**src/rtl/sort_input_arbiter.sv**
```systemverilog
// Round-robin packet arbiter: merges N_CH Avalon-ST requesters into one stream
// for a shared sort engine, truncating packets longer than MAX_PKT_LEN words.
module sort_input_arbiter #(
   parameter  int DWIDTH      = 10,
   parameter  int N_CH        = 2,
   parameter  int MAX_PKT_LEN = 10,
   localparam int CH_W        = (N_CH > 1) ? $clog2(N_CH) : 1
) (
   input  logic                        clk_i,
   input  logic                        srst_i,
   input  logic [N_CH-1:0][DWIDTH-1:0] snk_data_i,
   input  logic [N_CH-1:0]             snk_startofpacket_i,
   input  logic [N_CH-1:0]             snk_endofpacket_i,
   input  logic [N_CH-1:0]             snk_valid_i,
   output logic [N_CH-1:0]             snk_ready_o,
   output logic [DWIDTH-1:0]           src_data_o,
   output logic                        src_startofpacket_o,
   output logic                        src_endofpacket_o,
   output logic                        src_valid_o,
   input  logic                        src_ready_i,
   output logic [CH_W-1:0]             src_channel_o,
   output logic                        len_err_o
);

   localparam int               CNT_W    = $clog2(MAX_PKT_LEN + 1);
   localparam logic [CNT_W-1:0] LAST_CNT = CNT_W'(MAX_PKT_LEN - 1);
   localparam logic [CNT_W-1:0] FULL_CNT = CNT_W'(MAX_PKT_LEN);

   typedef enum logic [1:0] {
      IDLE,
      BUSY,
      DROP
   } state_t;

   state_t           state;
   logic [CH_W-1:0]  grant;
   logic [CH_W-1:0]  rr_ptr;
   logic [CNT_W-1:0] beat_cnt;
   logic             first_beat;
   logic             len_err_q;

   logic [N_CH-1:0]  sop_req;
   logic             cand_found;
   logic [CH_W-1:0]  cand_idx;
   logic [CH_W-1:0]  search_idx;
   logic             xfer;
   logic             ch_eop;
   logic             last_beat;

   function automatic logic [CH_W-1:0] wrap_inc(input logic [CH_W-1:0] ch);
      return (ch == CH_W'(N_CH - 1)) ? '0 : ch + 1'b1;
   endfunction

   assign sop_req   = snk_valid_i & snk_startofpacket_i;
   assign ch_eop    = snk_endofpacket_i[grant];
   assign last_beat = (beat_cnt == LAST_CNT);

   // Cyclic search starting at rr_ptr; the first requester found wins.
   always_comb begin
      // NOTE: every signal written here gets a default first, so no path can infer a latch.
      cand_found = 1'b0;
      cand_idx   = '0;
      search_idx = rr_ptr;
      for (int off = 0; off < N_CH; off++) begin
         if (!cand_found && sop_req[search_idx]) begin
            cand_found = 1'b1;
            cand_idx   = search_idx;
         end
         search_idx = wrap_inc(search_idx);
      end
   end

   always_comb begin
      xfer = 1'b0;
      case (state)
         BUSY:    xfer = snk_valid_i[grant] & src_ready_i;
         DROP:    xfer = snk_valid_i[grant];
         default: xfer = 1'b0;
      endcase
   end

   always_ff @(posedge clk_i or posedge srst_i) begin
      if (srst_i) begin
         state      <= IDLE;
         grant      <= '0;
         rr_ptr     <= '0;
         beat_cnt   <= '0;
         first_beat <= 1'b1;
         len_err_q  <= 1'b0;
      end else begin
         // NOTE: non-blocking assignments so every register here samples pre-edge values.
         len_err_q <= 1'b0;
         case (state)
            IDLE: begin
               if (cand_found) begin
                  grant      <= cand_idx;
                  beat_cnt   <= '0;
                  first_beat <= 1'b1;
                  state      <= BUSY;
               end
            end
            BUSY: begin
               if (xfer) begin
                  first_beat <= 1'b0;
                  if (beat_cnt != FULL_CNT)
                     beat_cnt <= beat_cnt + 1'b1;
                  if (ch_eop) begin
                     rr_ptr <= wrap_inc(grant);
                     state  <= IDLE;
                  end else if (last_beat) begin
                     len_err_q <= 1'b1;
                     rr_ptr    <= wrap_inc(grant);
                     state     <= DROP;
                  end
               end
            end
            DROP: begin
               if (xfer && ch_eop)
                  state <= IDLE;
            end
            default: state <= IDLE;
         endcase
      end
   end

   // Data path is purely combinational; reset gates everything to zero.
   always_comb begin
      src_data_o          = '0;
      src_startofpacket_o = 1'b0;
      src_endofpacket_o   = 1'b0;
      src_valid_o         = 1'b0;
      snk_ready_o         = '0;
      if (!srst_i) begin
         case (state)
            IDLE: snk_ready_o = snk_valid_i & ~snk_startofpacket_i;
            BUSY: begin
               src_valid_o        = snk_valid_i[grant];
               snk_ready_o[grant] = src_ready_i;
               if (snk_valid_i[grant]) begin
                  src_data_o          = snk_data_i[grant];
                  src_startofpacket_o = first_beat;
                  src_endofpacket_o   = ch_eop | last_beat;
               end
            end
            DROP:    snk_ready_o[grant] = 1'b1;
            default: snk_ready_o = '0;
         endcase
      end
   end

   assign src_channel_o = grant;
   assign len_err_o     = len_err_q;

   a_len_err_pulse : assert property (@(posedge clk_i) disable iff (srst_i)
      len_err_o |=> !len_err_o);
   a_grant_range : assert property (@(posedge clk_i) disable iff (srst_i)
      int'(grant) < N_CH);
   a_idle_quiet : assert property (@(posedge clk_i) disable iff (srst_i)
      !src_valid_o |-> (src_data_o == '0 && !src_startofpacket_o && !src_endofpacket_o));

endmodule

```
**config.mk**
```make
export PLATFORM = sky130hd
export DESIGN_NAME = sort_input_arbiter
export DESIGN_NICKNAME = d
export VERILOG_FILES = /design/src/rtl/sort_input_arbiter.sv
export SDC_FILE = /design/constraint.sdc
export NUM_CORES = 1
export LEC_CHECK = 0
export ABC_AREA = 1
export CAP_MARGIN = 20
export CORE_MARGIN = 1.5
export CORE_UTILIZATION = 33
export DETAILED_ROUTE_END_ITERATION = 6
export DONT_BUFFER_PORTS = 1
export GPL_TIMING_DRIVEN = 0
export HOLD_SLACK_MARGIN = 0.12
export SLEW_MARGIN = 0
export SYNTH_ARGS = -nofsm -noshare
export SYNTH_HDL_FRONTEND = slang
export SYNTH_SLANG_ARGS = --single-unit
```
**constraint.sdc**
```tcl
create_clock -name clk_i -period 3.62 [get_ports clk_i]
set_clock_uncertainty 0.05 [all_clocks]
set_input_delay 0.362 -clock clk_i [delete_from_list [all_inputs] [get_ports clk_i]]
set_output_delay 0.362 -clock clk_i [all_outputs]
set_load 0.01 [all_outputs]
```
## Word-level counts from Yosys, hierarchy flattened

Index checks and enable logic that the tools add are counted.

| operators by class | value |
|---|---|
| $lt $le $gt $ge | 4 |
| bitwise operators | 6 |
| eq/ne operators | 9 |
| $add $sub $neg | 3 |
| multiplexer cells | 51 |
| reduce and logical (&&, ||, !) cells | 12 |

Operators with widths:

| kind | count |
|---|---|
| two-way mux 10 bit | 5 |
| two-way mux 1 bit | 31 |
| two-way mux 2 bit | 6 |
| two-way mux 4 bit | 3 |
| case mux 2 bit (3 select lines) | 2 |
| != test 2 bit, second input constant | 4 |
| case mux 4 bit (2 select lines) | 1 |
| AND reduction 4 bit | 2 |
| bitwise AND 2 bit | 3 |
| less-than comparator 1 x 2 -> 1 bit, second input constant | 3 |
| AND reduction 3 bit | 2 |
| adder 4 x 1 -> 4 bit, second input constant | 1 |
| equality test 4 bit, second input constant | 1 |
| != test 4 bit, second input constant | 1 |
| case mux 1 bit (2 select lines) | 2 |
| nonzero test 2 bit | 2 |
| logical AND 1 bit | 3 |
| != test 3 bit, second input constant | 1 |
| adder 1 bit, second input constant | 2 |
| equality test 2 x 1 -> 1 bit, second input constant | 1 |
| equality test 2 bit, second input constant | 1 |
| zero test 2 bit | 1 |
| inverter 2 bit | 1 |
| AND reduction 2 bit | 1 |
| other kinds (5) | 5 |

| storage, ports and cells | value |
|---|---|
| word-level logic and storage cells | 91 |
| output and inout bits | 17 |
| register bits | 10 |

## Longest topological paths before layout

Gate-level depths: netlist of the first run.

| depth | value |
|---|---|
| word-level depth | 9 |
| gate-level depth with buffers | 9 |
| gate-level depth less buffers | 9 |

## Worst setup path after synthesis of the first run

OpenSTA, ideal clock, no wires.

| path | value |
|---|---|
| path type | reg2out |
| from | register state[1] |
| to | output port src_data_o[0] |
| setup slack | 1.887 ns |
| cell stages (with the launch flop) | 7 |
| required time | 3.208 ns |
| path buffers | 2 |
| arrival | 1.321 ns |
| cell sequence | dfrtp_1 inv_1 ha_1 buf_4 nand3_1 buf_2 a21oi_1 |

| on the way | value |
|---|---|
| word-level cells in the longest chain between the ends | 3 |

Ends and longest elaborated chain:

| item | RTL line | source |
|---|---|---|
| start, declared | 35 | `state_t state;` |
| start signal, assigned | 84 | `state <= IDLE;` |
| start signal, assigned | 99 | `state <= BUSY;` |
| start signal, assigned | 109 | `state <= IDLE;` |
| equality test 2 x 1 -> 1 bit | 134 | `case (state)` |
| two-way mux 10 bit | 134 |  |
| two-way mux 10 bit | 133 | `if (!srst_i) begin` |
| end, declared | 16 | `output logic [DWIDTH-1:0] src_data_o,` |

Every way passes these cells.

## Worst setup path after layout of the first run

| path | value |
|---|---|
| from | input port srst_i |
| to | output port src_data_o[5] |

| on the way | value |
|---|---|
| word-level cells in the longest chain between the ends | 1 |

Ends and longest elaborated chain:

| item | RTL line | source |
|---|---|---|
| start, declared | 10 | `input logic srst_i,` |
| two-way mux 10 bit | 133 |  |

Every way passes these cells.

==> results.md, run 1 <==
* Flops & latches, synth at 10
* Power per cell area at 662 nW/um^2
* Largest net degree at the start of global routing at 12
* Setup crit start: srst_i
* Drt total wl at 1930 um
* Post-route minimum period at 2.35 ns
* Antenna violations before repair at 0
* Chip width at 55.2 um
* First-pass GRT wire length at 2990 um
* Cell Count, Final, Fillers Out at 172
* Cell count along the critical path at 5
* CP max FO at 11
* Critical-path top delay cell: dlygate4sd3_1
* Detailed Routing Iterations Pass 1 at 4
* Clock Latency Late Sink at 0.26 ns
* Full die area at 3040 sq um
* Unique cell type count in the Yosys netlist at 26
* Reg-to-reg endpoint: state[1]$_DFFE_PP0P_
* Nets at 179
* Htree depth at 1
* Main combinational cell family by area after synthesis: simple AND/OR/NAND/NOR gates
* Setup bufs post-CTS at 0
* Initial Util at 35.6%
* Synth Area in XOR/XNOR at 0.975%
* Post-synthesis sequential area ratio at 28.0%
* Tot GR Track Use at 13.9%
* Yosys warnings at 0
* Worst vdd ir at 0.000299 V
* R2R Path Start: state[1]$_DFFE_PP0P_
* Routed vias/inst at 5.06
* CTS Hold Bufs at 1
* Area growth syn-to-layout at 8.22%
* Placer Congestion at 0.734
* Residual DRC count at 0
* Critical Path Max Stage Delay at 0.54 ns
* Core Footprint at 2520 sq um
* Status: complete, no violations
* Crit-path cells: dlygate4sd3_1 > inv_1 > nand3_1 > buf_2 > a21oi_1
* Slew Limit Fails at 0
* HPWL Detailed at 1590 um
* Leak at 0.463 nW
* Simple-gate share of the synthesized area at 37.7%
* Final Hold Viols at 0
* Final ANT Viol Nets at 0
* R2r setup slk at 1.95 ns
* IO Port Bufs at 0
* # setup viols final at 0
* # fillers at 270
* Die H at 55.2 um
* Setup crit end kind: output pin
* CTS sink cnt at 10
* CTS tree: yes
* DR vias at 871
* Max Cap Viol at 0
* Tightest Pin Transition at 0.434 ns
* Max-slew headroom at 71.1%
* Post-Syn Instances at 137
* Data arrival, critical path at 1.94 ns
* Ant diodes at 0
* Critical Path Source Type: primary input
* Largest buffer count on any clock path at 2
* Final setup TNS at 0 ns
* Avg Inst Size Synth at 6.56 sq um
* Reg2reg path depth at 7
* Proportion of synthesized area in mux cells at 0%
* PostCTS Resize Cnt at 0
* Compound-Gate Fraction of Synth Area at 15.0%
* Synthesized Nets at 173
* DRT iter0 DRCs at 22
* Critical path required time at 3.21 ns
* Clk pin slew, worst setup/hold paths at 0.06 ns
* Post-Synth Adder-Cell Area at 9.75%
* Synth Cell Area at 898 sq um
* Gr ovfl total at 0
* Setup crit end: src_data_o[5]
* Period Utilization, post-route at 65.0%
* Worst hold-check path type: primary input to flop
* Rows at 18
* Io pins at 46
* Setup Crit Path Kind: primary input to output pin
* Drt wl/cell at 11.2 um
* Placed cell count at 167
* Unrepaired setup endpoints after global routing: no
* Share of cells above drive strength 1 at 10.6%
* Design area at 972 sq um
* Root Driver: clkbuf_4
* Vias in the first global route at 698
* Achievable frequency at 425 MHz
* Num CTS Buffers at 3
* WP buf/inv at 3
* Post-DP Area at 936 sq um
* CP delay by family, top: buffers and inverters
synthesized netlist by cell type, drive strengths merged:
master	count	area, sq um
nor2	11	41.3
nor3	3	15.0
a41oi	1	8.76
o21ai	7	35.0
xor2	1	8.76
nand2	50	198
a22oi	1	7.51
nor4	1	6.26
or2	4	25.0
buf	2	12.5
ha	7	87.6
dfrtp	9	225
nand4	1	6.26
a21boi	1	7.51
inv	15	56.3
clkbuf	2	7.51
nand3	7	47.6
dfstp	1	26.3
a21oi	13	76.3
per-layer routing:
metal | vias up | track usage (%) | routed length, um
met5 | - | 0 | 0
met4 | 0 | 2.44 | 0
met3 | 0 | 5.91 | 171
met2 | 41 | 24.6 | 920
met1 | 384 | 15.6 | 841
li1 | 446 | - | -
worst min-delay path, delay by kind of cell:
| family | cells | cell delay (ns) |
|---|---|---|
| simple gates | 4 | 0.28 |
flip-flops by register name, summed over array words and instances (netlist names):
register       cells
beat_cnt           4
state              2
first_beat         1
len_err_o          1
rr_ptr             1
src_channel_o      1
cell usage in the layout, fill, tap and decap left out:
| master | synthesis | final |
|---|---|---|
| nand2_1 | 48 | 48 |
| inv_1 | 14 | 14 |
| a21oi_1 | 12 | 12 |
| nor2_1 | 11 | 11 |
| dfrtp_1 | 9 | 9 |
| ha_1 | 7 | 7 |
| nand3_1 | 6 | 6 |
| o21ai_1 | 5 | 5 |
| or2_2 | 4 | 4 |
| clkbuf_1 | 2 | 3 |
| nor3_1 | 3 | 3 |
| clkbuf_4 | 0 | 3 |
| o21ai_0 | 2 | 2 |
| buf_4 | 1 | 1 |
| inv_2 | 1 | 1 |
| nand2_2 | 1 | 1 |
| nand3_4 | 1 | 1 |
| a21oi_4 | 1 | 1 |
| a41oi_1 | 1 | 1 |
| nand2_4 | 1 | 1 |
| xor2_1 | 1 | 1 |
| a21boi_0 | 1 | 1 |
| nor4_1 | 1 | 1 |
| a22oi_1 | 1 | 1 |
| buf_2 | 1 | 1 |
| nand4_1 | 1 | 1 |
| dfstp_2 | 1 | 1 |
| dlygate4sd3_1 | 0 | 1 |
report_power, final:
part / leakage [nW] / total, mW / switching, mW / internal, mW
clock network: 0.0150 / 0.0799 / 0.0373 / 0.0425
registers: 0.131 / 0.189 / 0.0402 / 0.149
logic: 0.318 / 0.375 / 0.251 / 0.124
worst min-delay path by stage:
stage	start	endpoint	slack (ns)	depth (start not counted)
after floorplan	srst_i	beat_cnt[0]$_DFFE_PP0P_	0.16	1
after global placement	srst_i	state[0]$_DFFE_PP0P_	0.23	1
after detailed placement	srst_i	src_channel_o$_DFFE_PP0P_	0.23	1
after CTS	snk_valid_i[1]	len_err_o$_DFF_PP0_	0.37	4
after global routing	snk_valid_i[0]	len_err_o$_DFF_PP0_	0.40	4
final	snk_valid_i[1]	len_err_o$_DFF_PP0_	0.37	4
through the flow:
step | hold WS (ns) | total power [mW] | setup WS, ns | utilization, %
floorplan | 0.160 | 0.493 | 1.89 | -
global placement | 0.226 | 0.556 | 1.71 | 37.1
detailed placement | 0.232 | 0.567 | 1.68 | 37.1
CTS | 0.369 | 0.652 | 1.21 | 38.5
global route | 0.400 | 0.731 | 1.05 | 38.5
finish | 0.371 | 0.644 | 1.27 | 38.5
final cells by class:
class                           count  area [sq um]  share of cell area [%]
Buffer                              4          20.0                    2.06
Inverter                           15          56.3                    5.79
Multi-Input combinational cell    108           571                    58.7
Timing Repair Buffer                1          10.0                    1.03
Sequential cell                    10           251                    25.9
Tap cell                           30          37.5                    3.86
Clock buffer                        4          26.3                    2.70
cell families (layout without fill, tap and decap cells):
kind of cell | count (synthesis) | count (layout)
AOI/OAI and AO/OA | 23 | 23
buffers and inverters | 19 | 24
and+or+nand+nor | 77 | 77
DFF | 10 | 10
xor gates and xnor gates | 1 | 1
adders and majority gates | 7 | 7
No activity file was read; power rests on OpenSTA's default activity.
==> run 2, diff against run 1 <==
==> constraint.sdc (replaced) <==
create_clock -name clk_i -period 1.9 [get_ports clk_i]
set_clock_uncertainty 0.05 [all_clocks]
set_input_delay 0.19 -clock clk_i [delete_from_list [all_inputs] [get_ports clk_i]]
set_output_delay 0.19 -clock clk_i [all_outputs]
set_load 0.01 [all_outputs]
==> run 2 against run 1 <==
Sequential cell count did not move. Largest cell class unchanged. Critical path type is now flop to output pin. Critical endpoint unchanged. Largest power group unchanged. Combinational power rose by 120%. Count of clock-buffer cells in the layout did not move. Final cell count rose by 1.2%.
==> results.md, run 2 (same netlist as run 1, synthesis figures left out) <==
* Gr ovfl total at 0 (unchanged)
* Full die area at 3040 sq um (unchanged)
* Chip width at 55.2 um (unchanged)
* Unrepaired setup endpoints after global routing: yes (was no)
* Slew Limit Fails at 0 (unchanged)
* Post-route minimum period at 1.81 ns
* Nets at 181 (was 179)
* Worst vdd ir at 0.000579 V (was 0.000299 V)
* Critical path required time at 1.66 ns (was 3.21 ns)
* Worst hold slack at 0.209 ns (was 0.371 ns)
* Period Utilization, post-route at 95.0%
* Placer Congestion at 0.734 (unchanged)
* Final ANT Viol Nets at 0 (unchanged)
* Achievable frequency at 554 MHz
* Antenna violations before repair at 0 (unchanged)
* Tot GR Track Use at 14.3% (was 13.9%)
* Cell Count, Final, Fillers Out at 174 (was 172)
* Logic pwr share at 61.9% (was 58.2%)
* Setup crit end kind: output pin (unchanged)
* Htree depth at 1 (unchanged)
* Drt total wl at 2010 um (was 1930 um)
* Vias in the first global route at 730 (was 698)
* Max-slew headroom at 68.2% (was 71.1%)
* Ant diodes at 0 (unchanged)
* # setup viols final at 0 (unchanged)
* CP max FO at 10 (was 11)
* Max reg flops at 4 (unchanged)
* Critical Path Source Type: flop (was primary input)
* HPWL Detailed at 1590 um (unchanged)
* Clock Latency Late Sink at 0.26 ns (about the same)
* Biggest regs: beat_cnt: 4 flops, state: 2 flops (unchanged)
* Switching Share at 52.0% (was 51.0%)
* Detailed Routing Iterations Pass 1 at 4 (unchanged)
* Rows at 18 (unchanged)
* CTS sink cnt at 10 (unchanged)
* Share of power burned in registers at 26.8% (was 29.4%)
* Clk pin slew, worst setup/hold paths at 0.06 ns (about the same)
* Most common cell after layout, fill and taps aside: nand2_1 (unchanged)
* Power per cell area at 1220 nW/um^2 (was 662 nW/um^2)
* Commonest non-fill, non-tap cells in the layout: 48 x nand2_1, 14 x inv_1, 9 x nor2_1, 9 x dfrtp_1, 8 x a21oi_4 (was 48 x nand2_1, 14 x inv_1, 12 x a21oi_1, 11 x nor2_1, 9 x dfrtp_1)
* IO Port Bufs at 0 (unchanged)
* Sw power at 0.698 mW (was 0.329 mW)
* Residual DRC count at 0 (unchanged)
* Initial Util at 35.6% (unchanged)
* Tightest Pin Transition at 0.476 ns (was 0.434 ns)
* Setup Crit Path Kind: flop to output pin (was primary input to output pin)
* Largest Register: beat_cnt (unchanged)
* Routed vias/inst at 5.10 (was 5.06)
* Worst hold-check path type: primary input to flop (unchanged)
* Root Driver: clkbuf_4 (unchanged)
* Largest net degree at the start of global routing at 11 (was 12)
* Share of cells above drive strength 1 at 22.2% (was 10.6%)
* Status: complete, no violations (unchanged)
* Largest buffer count on any clock path at 2 (unchanged)
* CTS tree: yes (unchanged)
* Placed cell count at 167 (unchanged)
* Io pins at 46 (unchanged)
* Leak at 0.493 nW (was 0.463 nW)
* DRT iter0 DRCs at 18 (was 22)
* First-pass GRT wire length at 3080 um (was 2990 um)
* Data arrival, critical path at 1.57 ns (was 1.94 ns)
* Clk network pwr share at 11.2% (was 12.4%)
* Area growth syn-to-layout at 22.6% (was 8.22%)
* Total Power at 1.34 mW (was 0.644 mW)
* Final Hold Viols at 0 (unchanged)
* DR vias at 888 (was 871)
* P_int at 0.643 mW (was 0.315 mW)
* Max Cap Viol at 0 (unchanged)
* Drt wl/cell at 11.5 um (was 11.2 um)
* Die H at 55.2 um (unchanged)
* Core Footprint at 2520 sq um (unchanged)
* Num CTS Buffers at 3 (unchanged)
* Final core occ at 43.7% (was 38.5%)
run 2: power groups by stage:
stage	Sequential [mW]	Combinational, mW	Clock [mW]
after global placement	0.361	0.699	0
after detailed placement	0.366	0.715	0
after floorplan	0.345	0.594	0
final	0.360	0.831	0.150
after global routing	0.377	0.965	0.168
after CTS	0.362	0.775	0.159
run 2: worst paths after layout:
check | start | depth (start not counted) | slack, ns | endpoint
worst max-delay path | state[1]$_DFFE_PP0P_ | 6 | 0.09 | src_data_o[5]
worst min-delay path | snk_valid_i[1] | 4 | 0.21 | len_err_o$_DFF_PP0_
worst max register to register | state[1]$_DFFE_PP0P_ | 9 | 0.28 | beat_cnt[0]$_DFFE_PP0P_
worst min register to register | first_beat$_DFFE_PP1P_ | 2 | 0.44 | first_beat$_DFFE_PP1P_
max in group asynchronous | srst_i | 2 | 1.07 | first_beat$_DFFE_PP1P_
min in group asynchronous | srst_i | 2 | 0.38 | state[1]$_DFFE_PP0P_
run 2: final cells by class:
class                   instances  area [sq um]
fillers                       249          1420
multi-input cells             108           672
flip-flops and latches         10           251
inverters                      15          56.3
well taps                      30          37.5
plain buffers                   4          32.5
clock buffers                   4          26.3
repair buffers                  3          25.0
run 2: timing repair:
item / in CTS / in global routing
setup buffers: 0 / 2
hold buffers: 1 / 0
gates resized for setup: 13 / 14
hold endpoints to repair: 10 / 0
setup endpoints to repair: 10 / 15
run 2: critical path: stages, from the launching register on:
cell	delay, ns
dfrtp_1	0.40
inv_1	0.09
ha_2	0.20
buf_6	0.15
nand3_2	0.12
buf_6	0.19
a21oi_4	0.15
run 2: per-layer routing:
metal	track usage (%)	vias up	routed length, um
met1	15.7	396	848
met3	5.91	0	177
met4	2.44	0	0
met2	26.0	39	981
li1	-	453	-
met5	0	-	0
run 2: stage by stage:
step           area (sq um)  setup TNS [ns]  setup WS [ns]
6_report               1100               0         0.0948
5_1_grt                1100         -0.0123       -0.00697
4_1_cts                1020               0         0.0236
3_5_place_dp            936               0          0.129
3_3_place_gp            936               0          0.165
2_1_floorplan           898               0          0.339
==> run 3, diff against run 2 <==
--- a/config.mk
+++ b/config.mk
@@ -7,7 +7,6 @@
 export LEC_CHECK = 0
 export ABC_AREA = 1
 export CAP_MARGIN = 20
-export CORE_MARGIN = 1.5
 export CORE_UTILIZATION = 33
 export DETAILED_ROUTE_END_ITERATION = 6
 export DONT_BUFFER_PORTS = 1
==> run 3 against run 2 <==
Setup slack better by 0.012 ns. Via count stayed put. Sequential share of layout area is 0.50 points lower. Die area is 3.6% lower. Critical path depth stayed put. Sequential cell count stayed put. Wire length is 0.75% higher. First-iteration DRC count is 44% lower. Register-to-register slack worse by 0.03 ns. Highest routed layer is now met4.
==> results.md, run 3 (same netlist as run 1, synthesis figures left out) <==
* Crit-path cells: inv_1 > ha_2 > buf_8 > nand3_4 > buf_8 > a21oi_4 (was inv_1 > ha_2 > buf_6 > nand3_2 > buf_6 > a21oi_4)
* Largest net degree at the start of global routing at 12 (was 11)
* Slew Limit Fails at 0 (unchanged)
* Share of power burned in registers at 26.2% (was 26.8%)
* Tightest Pin Transition at 0.351 ns (was 0.476 ns)
* Largest buffer count on any clock path at 2 (unchanged)
* Biggest regs: beat_cnt: 4 flops, state: 2 flops (unchanged)
* Tot GR Track Use at 15.2% (was 14.3%)
* Nets at 181 (unchanged)
* Post-route minimum period at 1.79 ns (was 1.81 ns)
* R2r setup slk at 0.25 ns (was 0.28 ns)
* Final Hold Viols at 0 (unchanged)
* Routed vias/inst at 5.10 (unchanged)
* Cell Count, Final, Fillers Out at 174 (unchanged)
* Multi-input logic area at 689 sq um (was 672 sq um)
* Placer Congestion at 0.763 (was 0.734)
* Area growth syn-to-layout at 25.9% (was 22.6%)
* WHS Endpoint: len_err_o$_DFF_PP0_ (unchanged)
* Max-slew headroom at 76.4% (was 68.2%)
* Status: complete, no violations (unchanged)
* DR vias at 888 (unchanged)
* Full die area at 2930 sq um (was 3040 sq um)
* Max Cap Viol at 0 (unchanged)
* Chip width at 54.2 um (was 55.2 um)
* Antenna violations before repair at 0 (unchanged)
* CP delay by family, top: buffers and inverters (unchanged)
* Root Driver: clkbuf_4 (unchanged)
* Reg area at 253 sq um (was 251 sq um)
* Setup crit end kind: output pin (unchanged)
* Achievable frequency at 558 MHz (was 554 MHz)
* Final worst setup slack at 0.107 ns (was 0.0948 ns)
* Logic pwr share at 62.8% (was 61.9%)
* Largest Register: beat_cnt (unchanged)
* Detailed Routing Iterations Pass 1 at 4 (unchanged)
* Leak at 0.489 nW (was 0.493 nW)
* Drt wl/cell at 11.6 um (was 11.5 um)
* CP max FO at 10 (unchanged)
* R2R Path Start: state[1]$_DFFE_PP0P_ (unchanged)
* Rows at 18 (unchanged)
* HPWL Detailed at 1610 um (was 1590 um)
* Unrepaired setup endpoints after global routing: no (was yes)
* Clk pin slew, worst setup/hold paths at 0.06 ns (about the same)
* Share of cells above drive strength 1 at 23.6% (was 22.2%)
* Placed cell count at 167 (unchanged)
* Reg2reg path depth at 9 (unchanged)
* Setup Crit Path Kind: flop to output pin (unchanged)
* Commonest non-fill, non-tap cells in the layout: 48 x nand2_1, 13 x inv_1, 9 x nor2_1, 8 x a21oi_4, 8 x dfrtp_1 (was 48 x nand2_1, 14 x inv_1, 9 x nor2_1, 9 x dfrtp_1, 8 x a21oi_4)
* CP dominant cell by count: buf_8 (was buf_6)
* Gr ovfl total at 0 (unchanged)
* Residual DRC count at 0 (unchanged)
* # setup viols final at 0 (unchanged)
* Sw power at 0.721 mW (was 0.698 mW)
* DRT iter0 DRCs at 10 (was 18)
* Most common cell after layout, fill and taps aside: nand2_1 (unchanged)
* Power per cell area at 1230 nW/um^2 (was 1220 nW/um^2)
* Clk network pwr share at 11.0% (was 11.2%)
* Worst hold-check path type: primary input to flop (unchanged)
* Reg-to-reg endpoint: beat_cnt[3]$_DFFE_PP0P_ (was beat_cnt[0]$_DFFE_PP0P_)
* Clock Latency Late Sink at 0.26 ns (about the same)
* Worst vdd ir at 0.000690 V (was 0.000579 V)
* Final setup TNS at 0 ns (unchanged)
* Core Footprint at 2520 sq um (unchanged)
* Critical Path Max Stage Delay at 0.41 ns (was 0.40 ns)
* Dpl ws at 0.134 ns (was 0.129 ns)
* Num CTS Buffers at 3 (unchanged)
* IO Port Bufs at 0 (unchanged)
* Worst Hold Launch: snk_endofpacket_i[1] (was snk_valid_i[1])
* Htree depth at 1 (unchanged)
* Initial Util at 35.6% (unchanged)
* Switching Share at 51.9% (was 52.0%)
* Drt total wl at 2020 um (was 2010 um)
* Period Utilization, post-route at 94.4% (was 95.0%)
* WP buf/inv at 3 (unchanged)
* CTS sink cnt at 10 (unchanged)
* Max reg flops at 4 (unchanged)
* Final ANT Viol Nets at 0 (unchanged)
* Hold path cells at 5 (was 4)
* Ant diodes at 0 (unchanged)
* Critical path required time at 1.66 ns (about the same)
* Vias in the first global route at 801 (was 730)
* Critical Path Source Type: flop (unchanged)
* Io pins at 46 (unchanged)
* Die H at 54.2 um (was 55.2 um)
* P_int at 0.667 mW (was 0.643 mW)
* Critical-path top delay cell: dfrtp_1 (unchanged)
* Data arrival, critical path at 1.55 ns (was 1.57 ns)
* First-pass GRT wire length at 3150 um (was 3080 um)
* Worst hold slack at 0.211 ns (was 0.209 ns)
* # fillers at 269 (was 249)
* CTS tree: yes (unchanged)
run 3: cell types whose count changed in the layout (fill, tap and decap cells not counted), moves of 2 or more:
cell | before | now
nor2_4 | 0 | 2
nor2_2 | 2 | 0
buf_6 | 2 | 0
buf_8 | 0 | 2
run 3: worst max-delay path by stage:
stage                         start       endpoint  slack [ns]  cells after the start
2_1_floorplan  state[1]$_DFFE_PP0P_  src_data_o[0]        0.34                      6
3_3_place_gp   state[1]$_DFFE_PP0P_  src_data_o[4]        0.17                      6
3_5_place_dp   state[1]$_DFFE_PP0P_  src_data_o[4]        0.13                      6
4_1_cts                      srst_i  src_data_o[4]        0.01                      5
5_1_grt        state[1]$_DFFE_PP0P_  src_data_o[4]       0.006                      6
6_report       state[1]$_DFFE_PP0P_  src_data_o[4]        0.11                      6
run 3: metrics by stage:
stage	power [mW]	cell area [sq um]	util [%]
final	1.39	1130	44.8
after global routing	1.55	1130	44.8
after CTS	1.30	1020	40.4
after detailed placement	1.09	936	37.1
after global placement	1.06	936	37.1
after floorplan	0.939	898	-
run 3: what timing repair did:
item                                    4_1_cts  5_1_grt
hold buffers                                  1        0
endpoints found under the setup margin        9       15
resized for setup                            13       21
hold endpoints to repair                     10        0
buffers inserted                              0        2
pin swaps                                     0        0
run 3: metal layers:
layer / GRT usage, % / vias to the layer above / part of all wire, %
met4: 3.85 / 0 / 0.69
met3: 6.21 / 4 / 9.3
met2: 30.1 / 37 / 53
met1: 13.9 / 393 / 37
li1: - / 454 / -
met5: 0 / - / 0
run 3: worst register-to-register path, stage by stage (launching register included):
cell and delay (ns):
dfrtp_1 0.41, inv_1 0.09, ha_2 0.22, nand2_1 0.08, nand2_1 0.15, nand3_4 0.12, a21oi_4 0.20, nand2_4 0.11
nand2_1 0.07, o21ai_1 0.06
run 3: area by class of cell:
cell class                      instances  share of cell area (%)
Multi-Input combinational cell        108                    61.0
Sequential cell                        10                    22.3
Inverter                               15                    5.31
Buffer                                  4                    3.54
Tap cell                               30                    3.32
Clock buffer                            4                    2.32
Timing Repair Buffer                    3                    2.21
run 3: power groups by stage:
stage               sequential, mW  combinational (mW)  clock, mW
finish                       0.364               0.871      0.152
detailed placement           0.367               0.719          0
floorplan                    0.345               0.594          0
global route                 0.375                1.00      0.175
CTS                          0.362               0.777      0.159
global placement             0.361               0.699          0
